## src/rtl/nucore_trace_buffer.sv

```systemverilog
// Execution trace capture for NuCore: circular pre-trigger history, PC-match trigger, POST_TRIG tail, 1-cycle read port.
// Optional build macro NUCORE_TRACE_TSTAMP_EN appends a 16-bit cycle timestamp to every entry.
module nucore_trace_buffer #(
  parameter int DATA_W    = 32,
  parameter int PC_W      = 6,
  parameter int OPC_W     = 3,
  parameter int DEPTH     = 16,
  parameter int POST_TRIG = 8,
  localparam int AW       = $clog2(DEPTH),
`ifdef NUCORE_TRACE_TSTAMP_EN
  localparam int ENT_W    = PC_W + OPC_W + DATA_W + 17
`else
  localparam int ENT_W    = PC_W + OPC_W + DATA_W + 1
`endif
) (
  input  logic              Clk,
  input  logic              Rst,
  input  logic              arm_i,
  input  logic              abort_i,
  input  logic [PC_W-1:0]   trig_pc_i,
  input  logic              smp_vld_i,
  input  logic [PC_W-1:0]   IF_PC,
  input  logic [OPC_W-1:0]  IF_opcode,
  input  logic [DATA_W-1:0] ALUresult,
  input  logic              Zero,
  input  logic              rd_req_i,
  input  logic [AW-1:0]     rd_idx_i,
  output logic              rd_valid_o,
  output logic              rd_err_o,
  output logic [ENT_W-1:0]  rd_data_o,
  output logic [1:0]        state_o,
  output logic [AW:0]       entries_o,
  output logic [AW-1:0]     trig_idx_o
);

  typedef enum logic [1:0] {
    S_IDLE  = 2'b00,
    S_ARMED = 2'b01,
    S_POST  = 2'b10,
    S_DONE  = 2'b11
  } state_t;

  localparam logic [AW:0]   FULL    = (AW+1)'(DEPTH);
  localparam logic [AW-1:0] POST_LD = AW'(POST_TRIG);
  localparam bit            NO_POST = (POST_TRIG == 0);

  state_t               state, state_d;
  logic [AW-1:0]        wr_ptr, post_cnt, trig_slot, oldest, rd_addr;
  logic [AW:0]          entries;
  logic                 wr_en, clr, trig_hit, rd_err_d;
  logic [ENT_W-1:0]     mem [DEPTH];
  logic [ENT_W-1:0]     wr_data;

`ifdef NUCORE_TRACE_TSTAMP_EN
  logic [15:0] tstamp;

  // Zero in the first cycle after the arm edge, then free-running, stalls included.
  always_ff @(posedge Clk) begin
    if (Rst || clr) tstamp <= '0;
    else            tstamp <= tstamp + 16'd1;
  end

  assign wr_data = {IF_PC, IF_opcode, ALUresult, Zero, tstamp};
`else
  assign wr_data = {IF_PC, IF_opcode, ALUresult, Zero};
`endif

  always_comb begin
    // NOTE: every always_comb output gets a default first so no path leaves it unassigned (no latch).
    state_d  = state;
    wr_en    = 1'b0;
    clr      = 1'b0;
    trig_hit = 1'b0;
    unique case (state)
      S_IDLE, S_DONE: begin
        if (arm_i) begin
          state_d = S_ARMED;
          clr     = 1'b1;
        end
      end
      S_ARMED: begin
        if (smp_vld_i) begin
          wr_en = 1'b1;
          if (IF_PC == trig_pc_i) begin
            trig_hit = 1'b1;
            state_d  = NO_POST ? S_DONE : S_POST;
          end
        end
      end
      S_POST: begin
        if (smp_vld_i) begin
          wr_en = 1'b1;
          if (post_cnt == AW'(1)) state_d = S_DONE;
        end
      end
      default: state_d = S_IDLE;
    endcase
    // Abort overrides arm and trigger alike.
    if (abort_i) begin
      state_d  = S_IDLE;
      wr_en    = 1'b0;
      trig_hit = 1'b0;
      clr      = 1'b1;
    end
  end

  // NOTE: sequential state uses non-blocking assignments so every register samples pre-edge values.
  always_ff @(posedge Clk) begin
    if (Rst) begin
      state     <= S_IDLE;
      wr_ptr    <= '0;
      entries   <= '0;
      post_cnt  <= '0;
      trig_slot <= '0;
    end else begin
      state <= state_d;
      if (clr) begin
        wr_ptr  <= '0;
        entries <= '0;
      end else if (wr_en) begin
        wr_ptr <= wr_ptr + AW'(1);
        if (entries != FULL) entries <= entries + (AW+1)'(1);
      end
      if (trig_hit) begin
        trig_slot <= wr_ptr;
        post_cnt  <= POST_LD;
      end else if (wr_en && state == S_POST) begin
        post_cnt <= post_cnt - AW'(1);
      end
    end
  end

  // NOTE: trace storage has no reset; stale contents are unreachable because reads are gated by entries.
  always_ff @(posedge Clk) begin
    if (wr_en) mem[wr_ptr] <= wr_data;
  end

  assign oldest   = (entries == FULL) ? wr_ptr : '0;
  assign rd_addr  = oldest + rd_idx_i;
  assign rd_err_d = (state != S_DONE) || ({1'b0, rd_idx_i} >= entries);

  always_ff @(posedge Clk) begin
    if (Rst) begin
      rd_valid_o <= 1'b0;
      rd_err_o   <= 1'b0;
      rd_data_o  <= '0;
    end else begin
      rd_valid_o <= rd_req_i;
      rd_err_o   <= rd_req_i && rd_err_d;
      rd_data_o  <= (rd_req_i && !rd_err_d) ? mem[rd_addr] : '0;
    end
  end

  assign state_o    = state;
  assign entries_o  = entries;
  assign trig_idx_o = (state == S_DONE) ? (trig_slot - oldest) : '0;

endmodule

```

## config.mk

```make
export PLATFORM = sky130hd
export DESIGN_NAME = nucore_trace_buffer
export DESIGN_NICKNAME = d
export VERILOG_FILES = /design/src/rtl/nucore_trace_buffer.sv
export SDC_FILE = /design/constraint.sdc
export NUM_CORES = 1
export LEC_CHECK = 0
export CORE_MARGIN = 2
export CORE_UTILIZATION = 65
export DETAILED_ROUTE_END_ITERATION = 10
export GPL_TIMING_DRIVEN = 0
export PLACE_DENSITY = 0.85
export SETUP_SLACK_MARGIN = 0.05
export SLEW_MARGIN = 20
export SYNTH_ARGS = -nofsm -noshare
export SYNTH_HDL_FRONTEND = slang
export SYNTH_SLANG_ARGS = --single-unit
```

## constraint.sdc

```tcl
create_clock -name Clk -period 7.2 [get_ports Clk]
set_input_delay 0.72 -clock Clk [delete_from_list [all_inputs] [get_ports Clk]]
set_output_delay 0.72 -clock Clk [all_outputs]
set_load 0.02 [all_outputs]
```

-- After elaboration in Yosys (flattened, before gate mapping)
Memories as Yosys holds them, arrays and structs flattened. A register that Yosys moved wholly into a read port is not among the register bits.
Cells that the tools add are included.
- add/sub/neg operators: 5
- reductions and logical operators: 15
- bitwise gates (word level): 1
- equality and inequality tests: 13
- magnitude comparators: 1
- multiplexer cells: 22
- operators with widths (operator ; number):
    $mux W4 ; 4
    $mux W1 ; 12
    $ne A2 B2 Y1 const B ; 6
    $reduce_or A2 Y1 ; 6
    $mux W2 ; 5
    $eq A6 B6 Y1 ; 1
    $pmux W2 S3 ; 1
    $add A5 B1 Y5 const B ; 1
    $eq A5 B5 Y1 const B ; 1
    $ge A4 B5 Y1 ; 1
    $ne A5 B5 Y1 const B ; 1
    $reduce_and A5 Y1 ; 1
    $add A4 B1 Y4 const B ; 1
    $add A4 B4 Y4 ; 1
    $eq A2 B2 Y1 const B ; 2
    $eq A4 B1 Y1 const B ; 1
    $sub A4 B1 Y4 const B ; 1
    $sub A4 B4 Y4 ; 1
    $logic_and A1 B1 Y1 ; 3
    $eq A2 B1 Y1 const B ; 1
    $logic_not A2 Y1 ; 1
    $reduce_and A2 Y1 ; 1
    $reduce_bool A2 Y1 ; 1
    $logic_not A1 Y1 ; 1
    other kinds (2) ; 2
- RAM bits: 672
- flip-flop bits (word level): 21
- logic and storage cells: 66
- input bits: 58
- memories: 1
- output and inout bits: 55
- memory list (memory ; depth ; width ; read ports ; clocked after memory_dff ; write ports ; RTL line ; text):
    mem ; 16 ; 42 ; 1 ; 1 ; 1 ; 51 ; logic [ENT_W-1:0] mem [DEPTH];

-- Logic depth before layout (Yosys ltp)
Gate-level depths: netlist of the first run.
- depth in word-level cells: 7
- gate-level depth with buffers: 13
- depth with buffers taken out: 11

-- Least setup slack after synthesis of the first run
OpenSTA, ideal clock, no wires.
- path type: reg-to-reg
- start point: register state[0], in the netlist state_o[0]
- end point: memory mem[0][0] (netlist bit), enable pin
- library setup time: 0.494 ns
- data required time: 6.706 ns
- clock period less this slack: 5.058 ns
- path buffers: 1
- path slack: 2.142 ns
- arrival: 4.564 ns
- stages on the path, launching flop included: 7
- cell sequence: dfxtp_1 inv_1 ha_1 nor3b_1 clkbuf_1 nand2_1 nor3_1
- word-level cells in the longest chain between the ends: 6
- elaborated cells on any way between the ends: 7
- classes of those cells: eq/ne (2); mux (4); reduce/logical (1)
- RTL lines (element ; RTL line ; text):
    from (decl) ; 47 ; state_t state, state_d;
    from (signal assigned) ; 116 ; state <= state_d;
    $eq A2 B2 Y1 / $eq A2 B1 Y1 (equally long branches) ; 74 ; unique case (state)
    $reduce_or A2 Y1 (no line) (*) ; -- ;
    $mux W1 (*) ; -- ;
    $mux W1 (*) ; 99 ; if (abort_i) begin
    $mux W1 (*) ; 135 ; if (wr_en) mem[wr_ptr] <= wr_data;
    $mux W1 (implied by the code) (*) ; 135 ;
    to (decl) ; 51 ;
Mark *: on every way between the ends. The rest lies on a longest branch, timed or not.

-- Final worst setup path of the first run
- start point: register entries[0], in the netlist entries_o[0]
- end point: register rd_data_o[22], read port of mem
- word-level cells in the longest chain between the ends: 6
- elaborated cells on any way between the ends: 9
- classes of those cells: add/sub (1); order compare (1); eq/ne (1); mux (1); bitwise (1); reduce/logical (4)
- RTL lines (element ; RTL line ; text):
    from (decl) ; 49 ; logic [AW:0] entries;
    from (signal assigned) ; 122 ; if (entries != FULL) entries <= entries + (AW+1)'(1);
    $ge A4 B5 Y1 ; 140 ; assign rd_err_d = (state != S_DONE) || ({1'b0, rd_idx_i} >= entries);
    $logic_or A1 B1 Y1 ; 140 ;
    $logic_not A1 Y1 ; 150 ; rd_data_o <= (rd_req_i && !rd_err_d) ? mem[rd_addr] : '0;
    $logic_and A1 B1 Y1 ; 150 ;
    $not A1 Y1 (no line) ; -- ;
    $reduce_or A2 Y1 (no line) ; -- ;
    to (decl) ; 30 ; output logic [ENT_W-1:0] rd_data_o,
Parallel ways exist; a longest one is shown, timed or not.
A chain may end at the register's enable or synchronous reset.

==> key figures, run 1 <==
Timing
  – Max-slew violations: 0
  – Worst-Margin Slew: 1.19 ns
  – Rel. slew slack: 0.206
  – Setup ws final: 2.67 ns
  – Setup_tns: 0 ns
  – Clock Skew: 0.0261 ns
  – Crit path time final: 4.53 ns
  – Final setup viols: 0
  – FMAX: 221 MHz
  – Fin crit share: 0.629
  – Hold Violations, Final: 0
  – RSZ-0062 raised after global routing: no

Placement
  – Hpwl dp: 41000 um
  – Port bufs: 111
  – RePlAce Congestion: 0.765
  – Setup WS pre-CTS: 2.73 ns
  – Dpl cells: 2040

Power
  – Internal power: 7050 uW
  – P_leak: 0.0107 uW
  – Power Density: 268 mW/mm2
  – Clk pwr share: 0.432
  – Sequential Power Share: 0.525
  – Total power: 8880 uW
  – Net Sw Frac: 0.206
  – Maximum VDD drop: 0.000176 V
  – Combinational share of power: 0.043
  – Switch Pwr: 1830 uW

Worst setup path
  – FF-to-FF setup slack: 2.67 ns
  – Worst path slowest cell: xor2_1
  – R2R depth: 11
  – Startpoint types: register
  – Reg-to-reg critical path endpoint: rd_data_o[22]
  – Crit end category: register
  – Crit-path max cell delay: 0.93 ns
  – Crit path arrival time: 4.95 ns
  – CP Class: register to register
  – Critical path fanouts, max: 10
  – Worst Path Required: 7.62 ns
  – CP Cell Sequence: inv_1 > ha_1 > and4bb_4 > and2_1 > ha_1 > fa_1 > xor2_1 > buf_6 > clkbuf_1 > a211oi_1 > a211oi_1
  – R2R Path Start: entries_o[0]

GRT
  – First-pass GRT wire length: 104000 um
  – Largest net degree at the start of global routing: 21
  – GRT Resource Usage Total: 0.329
  – Vias in the first global route: 15600
  – Overflow after GRT: 0
  – Initial antenna violation count: 0

Routing
  – Iteration-0 DRC Markers: 2261
  – Routed WL: 71200 um
  – Antenna-violating nets left: 0
  – Pre-antenna DRT Iters: 6
  – Drt via density: 6.87
  – Routed wire per std cell: 32.9 um
  – DR DRC count: 0
  – DR vias: 14900

Hold path
  – HP Class: primary input to register
  – Hold path endpoint: trig_slot[1]
  – Worst hold path depth: 2
  – Worst Hold Launch: Rst

Die
  – Die ar.: 0.0449 mm2
  – Die width: 212 um
  – Initial Util: 0.655
  – Core Box Area: 0.0429 mm2
  – Row count: 76
  – IO Pins: 113
  – DIE HEIGHT: 212 um

Clock tree
  – Root Driver: clkbuf_16
  – Post-CTS resize count: 0
  – Clk Latency, worst-skew pair: 0.60 ns
  – # clock sinks: 735
  – Setup bufs post-CTS: 0
  – H-tree lvl count: 3
  – Cts hold-fix bufs: 0
  – Max clock buf depth: 3
  – CTS tree: done
  – Num CTS Buffers: 70
  – Worst-path clk slew: 0.06 ns

Synthesis
  – Main synth FF type: edfxtp_1
  – Post-synth top area share: 0.719
  – Synth Area in Adders: 0.0108
  – Largest cells by area after synthesis: edfxtp_1 72%, mux4_2 13%, dfxtp_1 4.5%
  – Asr flop ratio synth: 0
  – EDFF count, synth: 672
  – Mux cell area share after synthesis: 0.152
  – XOR/XNOR Fraction of Synth Area: 0.00740
  – Top cells by count, synth: 672 x edfxtp_1, 168 x mux4_2, 64 x a211oi_1
  – Sequential cell area fraction in the yosys report: 0.764
  – Combinational family with the most area after synthesis: multiplexers
  – Synth cell types: 40
  – Largest area contributor in the netlist: edfxtp_1
  – Complex-gate fraction of the synthesized area: 0.0295
  – Mapped Area: 0.0281 mm2
  – Top-count cell post-synth: edfxtp_1
  – FF+latch count, synth: 735
  – Post-Synth Simple-Gate Area: 0.0231
  – Syn. warnings: 0
  – Synth Instances: 1296
  – Post-Syn Area per Cell: 21.7 um2
  – Post-Syn Nets: 1377

Cells and area
  – Final Net Count: 1608
  – P&R area growth vs syn: 18.0%
  – Layout cells sized above 1: 0.254
  – Antenna cells: 0
  – Fin cells: 2167
  – Post-Route Utilization: 0.773

Job
  – Max-cap viol count: 0

Status
  – Status: finished clean
-- cells in the final DEF (no fill, tap or decap), types with 10 or more instances in the layout --
| cell | synthesis | routed |
|---|---|---|
| edfxtp_1 | 672 | 672 |
| mux4_2 | 168 | 168 |
| clkdlybuf4s50_1 | 0 | 111 |
| clkbuf_16 | 0 | 71 |
| a211oi_1 | 64 | 64 |
| dfxtp_1 | 63 | 63 |
| mux2i_1 | 48 | 48 |
| nor2b_1 | 46 | 46 |
| clkbuf_1 | 28 | 40 |
| buf_4 | 8 | 32 |
| buf_2 | 29 | 29 |
| ha_1 | 21 | 21 |
| a211oi_2 | 20 | 20 |
| nor2_1 | 31 | 19 |
| inv_1 | 15 | 15 |
| buf_12 | 0 | 13 |
| nand2_1 | 12 | 12 |
| nor2_4 | 0 | 12 |
| xor2_1 | 11 | 11 |
| buf_16 | 0 | 11 |
| clkinv_1 | 0 | 10 |
-- registers in the layout (all words and copies together) (netlist names) --
name,count
entries_o,5
mem,672
post_cnt,4
rd_data_o,42
rd_err_o,1
rd_valid_o,1
state_o,2
trig_slot,4
wr_ptr,4
-- stage by stage --
step	area [um2]	hold WS, ns
after detailed placement	30800	0.501
after floorplan	28100	0.460
after global routing	33100	0.532
final	33100	0.504
after global placement	29900	0.478
after CTS	33100	0.500
-- final cells by class --
cell class | instances | area, um2
Buffer | 68 | 333
Clock buffer | 92 | 1950
Clock inverter | 35 | 415
Fill cell | 2011 | 9750
Inverter | 15 | 56.3
Multi-Input combinational cell | 478 | 6360
Sequential cell | 735 | 21400
Tap cell | 585 | 732
Timing Repair Buffer | 159 | 1850
-- worst max path at each step --
| stage | startpoint | to |
|---|---|---|
| 2_1_floorplan | state_o[0] | mem[0][0] |
| 3_3_place_gp | smp_vld_i | mem[0][33] |
| 3_5_place_dp | rd_idx_i[0] | rd_data_o[22] |
| 4_1_cts | entries_o[0] | rd_data_o[19] |
| 5_1_grt | entries_o[0] | rd_data_o[20] |
| 6_report | entries_o[0] | rd_data_o[22] |
-- per-layer routing --
metal,part of all wire,track usage,up-vias
met5,0,0,-
met4,0.043,0.153,0
met3,0.12,0.0682,211
met2,0.50,0.533,1266
met1,0.34,0.438,7586
li1,-,-,5815
-- cell families (layout without fill, tap and decap cells) --
kind of cell               after synthesis  in the layout
AOI/OAI and AO/OA                       99             99
muxes                                  216            216
xor gates and xnor gates                22             22
adders and majority gates               23             23
and+or+nand+nor                        118            118
DFF                                    735            735
buffers and inverters                   83            369
-- worst max-delay path: cells and delay by family, from the launching register on --
kind | cells | cell delay [ns]
simple gates | 2 | 0.39
flops | 1 | 0.47
buf+inv | 3 | 0.93
xor+xnor | 1 | 0.93
compound gates | 2 | 0.79
fa+ha+maj | 3 | 0.84
-- power by group through the flow --
stage | combinational (uW) | clock [uW] | sequential [uW]
final | 386 | 3840 | 4660
after global routing | 405 | 3980 | 4660
after CTS | 382 | 3840 | 4660
after detailed placement | 372 | 0 | 4750
after global placement | 350 | 0 | 4750
after floorplan | 205 | 0 | 4760
No activity file was read; power rests on OpenSTA's default activity.
==> inputs of run 2 (changes only) <==
--- a/config.mk
+++ b/config.mk
@@ -6,10 +6,10 @@
 export NUM_CORES = 1
 export LEC_CHECK = 0
 export CORE_MARGIN = 2
-export CORE_UTILIZATION = 65
+export CORE_UTILIZATION = 60
 export DETAILED_ROUTE_END_ITERATION = 10
 export GPL_TIMING_DRIVEN = 0
-export PLACE_DENSITY = 0.85
+export PLACE_DENSITY = 0.8
 export SETUP_SLACK_MARGIN = 0.05
 export SLEW_MARGIN = 20
 export SYNTH_ARGS = -nofsm -noshare
==> constraint.sdc (replaced) <==
create_clock -name Clk -period 4.17 [get_ports Clk]
set_input_delay 0.417 -clock Clk [delete_from_list [all_inputs] [get_ports Clk]]
set_output_delay 0.417 -clock Clk [all_outputs]
set_load 0.02 [all_outputs]
==> key figures, run 2 (synthesis gave the netlist of run 1 again) <==
Status
  – Status: finished clean

Cells and area
  – Commonest non-fill, non-tap cell in the layout: edfxtp_1
  – Number of flip-flops in the largest register: 672 (unchanged)
  – P&R area growth vs syn: 18.2%
  – Layout cells sized above 1: 0.254 (-0.000302)
  – Commonest non-fill, non-tap cells in the layout: 672 x edfxtp_1, 168 x mux4_2, 111 x clkdlybuf4s50_1
  – Reg with most FFs: mem
  – Final Net Count: 1599 (-0.56%)

GRT
  – Vias in the first global route: 15000 (-3.9%)
  – Largest net degree at the start of global routing: 21 (unchanged)
  – Overflow after GRT: 0 (unchanged)
  – Initial antenna violation count: 3 (+3)
  – First-pass GRT wire length: 96800 um (-6.6%)
  – GRT Resource Usage Total: 0.281 (-0.0479)

Power
  – Switch Pwr: 3080 uW (+68%)
  – Sequential Power Share: 0.532 (+0.007)
  – Net Sw Frac: 0.203 (-0.00275)
  – Total power: 15100 uW (+70%)
  – P_leak: 0.0106 uW (-0.42%)
  – Internal power: 12100 uW (+71%)
  – Combinational share of power: 0.043 (about the same)
  – Maximum VDD drop: 0.000352 V (+99%)
  – Clk pwr share: 0.425 (-0.007)
  – Power Density: 456 mW/mm2 (+70%)

Routing
  – Antenna-violating nets left: 0 (unchanged)
  – Drt via density: 6.54 (-4.7%)
  – Routed wire per std cell: 30.1 um (-8.3%)
  – Routed WL: 65800 um (-7.5%)
  – DR vias: 14300 (-3.9%)
  – DR DRC count: 0 (unchanged)
  – Iteration-0 DRC Markers: 1857 (-18%)
  – Pre-antenna DRT Iters: 6 (unchanged)

Clock tree
  – Max clock buf depth: 3 (unchanged)
  – Worst-path clk slew: 0.06 ns (about the same)
  – # clock sinks: 735 (unchanged)
  – Num CTS Buffers: 71 (+1.4%)
  – Cts hold-fix bufs: 0 (unchanged)
  – H-tree lvl count: 3 (unchanged)
  – Root Driver: clkbuf_16
  – CTS tree: done
  – Clk Latency, worst-skew pair: 0.61 ns (about the same)

Worst setup path
  – Worst path slowest cell: xor2_2
  – Crit end category: register
  – CP Class: register to register
  – Worst Path Required: 4.62 ns (-3.00 ns)
  – FF-to-FF setup slack: 0.1 ns (-2.57 ns)
  – Critical path fanouts, max: 10 (unchanged)
  – Crit-path max cell delay: 0.62 ns (-0.31 ns)
  – Crit path arrival time: 4.52 ns (-0.43 ns)
  – Startpoint types: register
  – CP Cell Sequence: inv_1 > ha_1 > and4bb_4 > and2_1 > ha_1 > fa_1 > xor2_2 > buf_6 > clkbuf_1 > a211oi_1 > a211oi_1

Die
  – IO Pins: 113 (unchanged)
  – Die width: 220 um (+4.0%)
  – DIE HEIGHT: 220 um (+4.0%)
  – Die ar.: 0.0485 mm2 (+8.2%)
  – Core Box Area: 0.0464 mm2 (+8.1%)
  – Initial Util: 0.606 (-0.0490)
  – Row count: 79 (+3.9%)

Timing
  – Final setup viols: 0 (unchanged)
  – Setup ws final: 0.0979 ns (-2.57 ns)
  – Rel. slew slack: 0.257 (+0.0515)
  – RSZ-0062 raised after global routing: no
  – Worst-Margin Slew: 1.11 ns (-0.0769 ns)
  – Hold Violations, Final: 0 (unchanged)
  – Fin crit share: 0.977 (+0.347)
  – Max-slew violations: 0 (unchanged)
  – Clock Skew: 0.0245 ns (-0.00152 ns)
  – Crit path time final: 4.07 ns (-0.459 ns)
  – FMAX: 246 MHz (+11%)

Placement
  – RePlAce Congestion: 0.756 (-1.2%)
  – Port bufs: 111 (unchanged)
  – Hpwl dp: 38600 um (-5.9%)
  – Setup WS pre-CTS: -0.0922 ns (-2.82 ns)

Job
  – Max-cap viol count: 0 (unchanged)

Hold path
  – HP Class: primary input to register
## run 2: changes by cell type in the layout (fill, tap and decap cells not counted), sizes merged
cell,before,now
inv,21,19
buf,87,77
diode,0,2
bufinv,9,7
clkinv,19,22
clkbuf,121,126
## run 2: final timing paths
kind                 from       endpoint  depth (start not counted)
max          entries_o[1]  rd_data_o[13]                         11
min reg2reg  trig_slot[0]   trig_slot[0]                          2
max reg2reg  entries_o[1]  rd_data_o[13]                         11
min                   Rst    post_cnt[3]                          2
## run 2: power by group through the flow
| stage | sequential (uW) | combinational [uW] | clock (uW) |
|---|---|---|---|
| after floorplan | 8210 | 354 | 0 |
| after global placement | 8210 | 611 | 0 |
| after detailed placement | 8210 | 636 | 0 |
| after CTS | 8050 | 652 | 6480 |
| after global routing | 8050 | 689 | 6720 |
| final | 8050 | 653 | 6440 |
## run 2: cell type report
type / count / area, um2
clock inverters: 34 / 343
fillers: 2541 / 13200
inverters: 15 / 56.3
repair buffers: 149 / 1870
plain buffers: 68 / 350
multi-input cells: 478 / 6390
diodes: 2 / 5.00
well taps: 607 / 759
flip-flops and latches: 735 / 21400
clock buffers: 97 / 1970
## run 2: routing by layer
metal | global-route usage | share of wire | vias up
li1 | - | - | 5820
met1 | 0.376 | 0.37 | 7380
met2 | 0.454 | 0.49 | 959
met3 | 0.0660 | 0.11 | 139
met4 | 0.116 | 0.035 | 2
met5 | 0 | 0.00020 | -
## run 2: metrics by stage
stage / cell area, um2 / setup TNS (ns) / util / instances / hold slack, ns
after floorplan: 28100 / 0 / - / 1296 / 0.460
after global placement: 30000 / -1317.79 / 0.647 / 2014 / 0.479
after detailed placement: 30800 / -0.376 / 0.665 / 2052 / 0.503
after CTS: 33200 / 0 / 0.716 / 2183 / 0.253
after global routing: 33200 / 0 / 0.716 / 2185 / 0.285
final: 33200 / 0 / 0.716 / 2185 / 0.267
## run 2: critical path: cells and delay by family (launching register included)
| family | cells | cell delay, ns |
|---|---|---|
| flops | 1 | 0.43 |
| fa+ha+maj | 3 | 0.85 |
| compound gates | 2 | 0.69 |
| buf+inv | 3 | 0.92 |
| xor+xnor | 1 | 0.62 |
| simple gates | 2 | 0.38 |
## run 2: timing repair
item	CTS	global route
gates resized for setup	10	12
buffers inserted	0	0
gates cloned	0	0
setup endpoints to repair	19	16
==> edit (config.mk and constraints of run 2) <==
The parameter `DEPTH` goes from 16 to 32.
--- a/src/rtl/nucore_trace_buffer.sv
+++ b/src/rtl/nucore_trace_buffer.sv
@@ -6,3 +6,3 @@
   parameter int OPC_W     = 3,
-  parameter int DEPTH     = 16,
+  parameter int DEPTH     = 32,
   parameter int POST_TRIG = 8,
Ports: changed (resized entries_o, rd_idx_i and trig_idx_o); port bits go from 113 to 116. The function was not compared with the original's and may differ.
==> edit against run 2 <==
- final area grew 89%
- setup slack worse by 59 ps
- sequential cell count up 676
- die area rose by 91%
- total power increased by 90%
- combinational power rose by 99%
- routed wire length grew 120%
- utilization decreased by 1.7 points
- synthesized cell count up 100%
- clock power grew 86%
- non-clock buffer count grew 110
- synthesized area is 93% higher
- critical path type unchanged
==> edit: results (changes against run 2) <==
Run status
  – Outcome: completed (unchanged)

Yosys
  – Avg Cell Area, Syn: 20.4 um2 (was 21.7 um2)
  – Compound-Gate Fraction of Synth Area: 0.0153 (was 0.0295)
  – Synthesized Nets: 2741 (was 1377)
  – Number of synthesized flops with an enable pin: 1344 (was 672)
  – Post-synthesis adder-cell area fraction: 0.00629 (was 0.0108)
  – Post-synthesis mux area share: 0.141 (was 0.152)
  – Number of library cell types mapped by synthesis: 45 (was 40)
  – Post-synthesis xor/xnor area fraction: 0.00465 (was 0.00740)
  – Top post-synthesis cells by area: edfxtp_1 (75%), mux4_2 (14%), dfxtp_1 (2.5%), nand2_1 (2.5%), nand3_1 (0.79%) (was edfxtp_1 (72%), mux4_2 (13%), dfxtp_1 (4.5%), mux2i_1 (1.7%), a211oi_1 (1.7%))
  – Post-synth top cells: edfxtp_1 (1344), nand2_1 (354), mux4_2 (336) (was edfxtp_1 (672), mux4_2 (168), a211oi_1 (64))

STA
  – Final hold slack: 189 ps (was 267 ps)
  – Clock skew: 23.6 ps (was 24.5 ps)

Global routing
  – Largest net degree at the start of global routing: 34 (was 21)
  – Initial antenna violation count: 1 (was 3)
  – First-pass GRT wire length: 207 mm (was 96.8 mm)
  – Vias in the first global route: 30.3k (was 15.0k)
  – Total GRT Usage: 0.314 (was 0.281)

Place
  – Detailed placement HPWL: 85.9 mm (was 38.6 mm)
  – Placer Congestion: 0.816 (was 0.756)
  – Buffers added on ports: 115 (was 111)
  – Placed cell areas: 58300 um2 (was 30800 um2)
  – Placed insts: 4012 (was 2052)

Critical path
  – Crit-path max FO: 10 (unchanged)
  – R2R Setup Slk: 40 ps (was 100 ps)
  – R2r endpoint: rd_data_o[23]$_SDFF_PP0_ (was rd_data_o[13]$_SDFF_PP0_)
  – Max stage delay on crit path: 560 ps (was 620 ps)
  – R2R depth: 14 (was 11)
  – Reg-to-reg startpoint: entries_o[1]$_SDFFE_PP0P_ (unchanged)
  – Arrival time worst endpoint: 4800 ps (was 4520 ps)
  – Slowest stage cell, crit path: fa_1 (was xor2_2)

Final layout
  – Post-route insts no fill: 4260 (was 2185)
  – Fill cells: 4898 (was 2541)
  – Share of cells above drive strength 1: 0.250 (was 0.254)
  – Nets: 3059 (was 1599)
  – Max reg flops: 1344 (was 672)
  – Sequential cell area: 41700 um2 (was 21400 um2)

Clocking
  – Total CTS buffers: 136 (was 71)
  – Worst skew pair latency: 750 ps (was 610 ps)
  – H-tree levels: 4 (was 3)

Worst hold path
  – Hold endpoint: mem[21][34]$_DFFE_PP_ (was post_cnt[3]$_SDFFE_PP0P_)
  – WHS Path Cells: 1 (was 2)

Route
  – Initial DRC Count: 4365 (was 1857)
  – Detailed Route WL: 143 mm (was 65.8 mm)
  – Vias per cell: 6.83 (was 6.54)

Pwr
  – Leakage dissipation: 20.2 nW (was 10.6 nW)
  – Max VDD drop: 0.455 mV (was 0.352 mV)
edit: cell count changes after synthesis, moves of 43 or more:
cell	run 2	this run
a211oi_1	64	0
and3_1	0	43
mux4_2	168	336
nand2_1	12	354
nand3_1	1	85
edfxtp_1	672	1344
edit: per-layer routing:
metal	GRT usage	share of wire
met4	0.156	0.052
met5	0	0
met3	0.0678	0.11
met1	0.396	0.33
met2	0.522	0.50
edit: where the power goes:
part	leakage, nW	switching [W]	internal [W]
clock network	2.07	0.00534	0.00668
logic	5.54	0.000831	0.000469
registers	12.6	0.00000709	0.0155
total	20.2	0.00618	0.0227
edit: critical path: cells and delay by family (launching register included):
kind            cells  cell delay, ps
buf+inv             5            1190
fa+ha+maj           3             910
compound gates      2             700
simple gates        3             480
xor+xnor            1             430
flops               1             330
edit: metrics by stage:
step / TNS, ps / setup WS [ps]
after floorplan: 0 / 217
after global placement: -2916220 / -2470
after detailed placement: -18050 / -556
after CTS: 0 / 34.7
after global routing: 0 / 8.82
final: 0 / 38.7
edit: worst max-delay path by stage:
stage | endpoint | depth (start not counted) | from
after global placement | mem[19][6]$_DFFE_PP_ | 5 | smp_vld_i
after floorplan | mem[15][0]$_DFFE_PP_ | 6 | state_o[0]$_SDFFE_PP0P_
final | rd_data_o[23]$_SDFF_PP0_ | 14 | entries_o[1]$_SDFFE_PP0P_
after CTS | rd_data_o[24]$_SDFF_PP0_ | 14 | entries_o[1]$_SDFFE_PP0P_
after detailed placement | rd_data_o[41]$_SDFF_PP0_ | 15 | entries_o[1]$_SDFFE_PP0P_
after global routing | rd_data_o[27]$_SDFF_PP0_ | 14 | entries_o[1]$_SDFFE_PP0P_
edit: kinds of logic after synthesis:
family,after synthesis
AOI/OAI and AO/OA,105
buffers and inverters,171
and+or+nand+nor,574
xor gates and xnor gates,27
muxes,342
adders and majority gates,26
DFF,1411
edit: area by class of cell:
type,instances,share of cell area
multi-input combinational,1074,0.188
timing repair buffer,180,0.0380
sequential,1411,0.666
tap,1176,0.0235
clock buffer,185,0.0587
clock inverter,60,0.00953
inverter,24,0.00144
buffer,147,0.0145
antenna,3,0.000120
edit: repair_timing:
action / in CTS / in global routing
resized for setup: 87 / 35
setup endpoints to repair: 43 / 43
pin swaps: 0 / 1
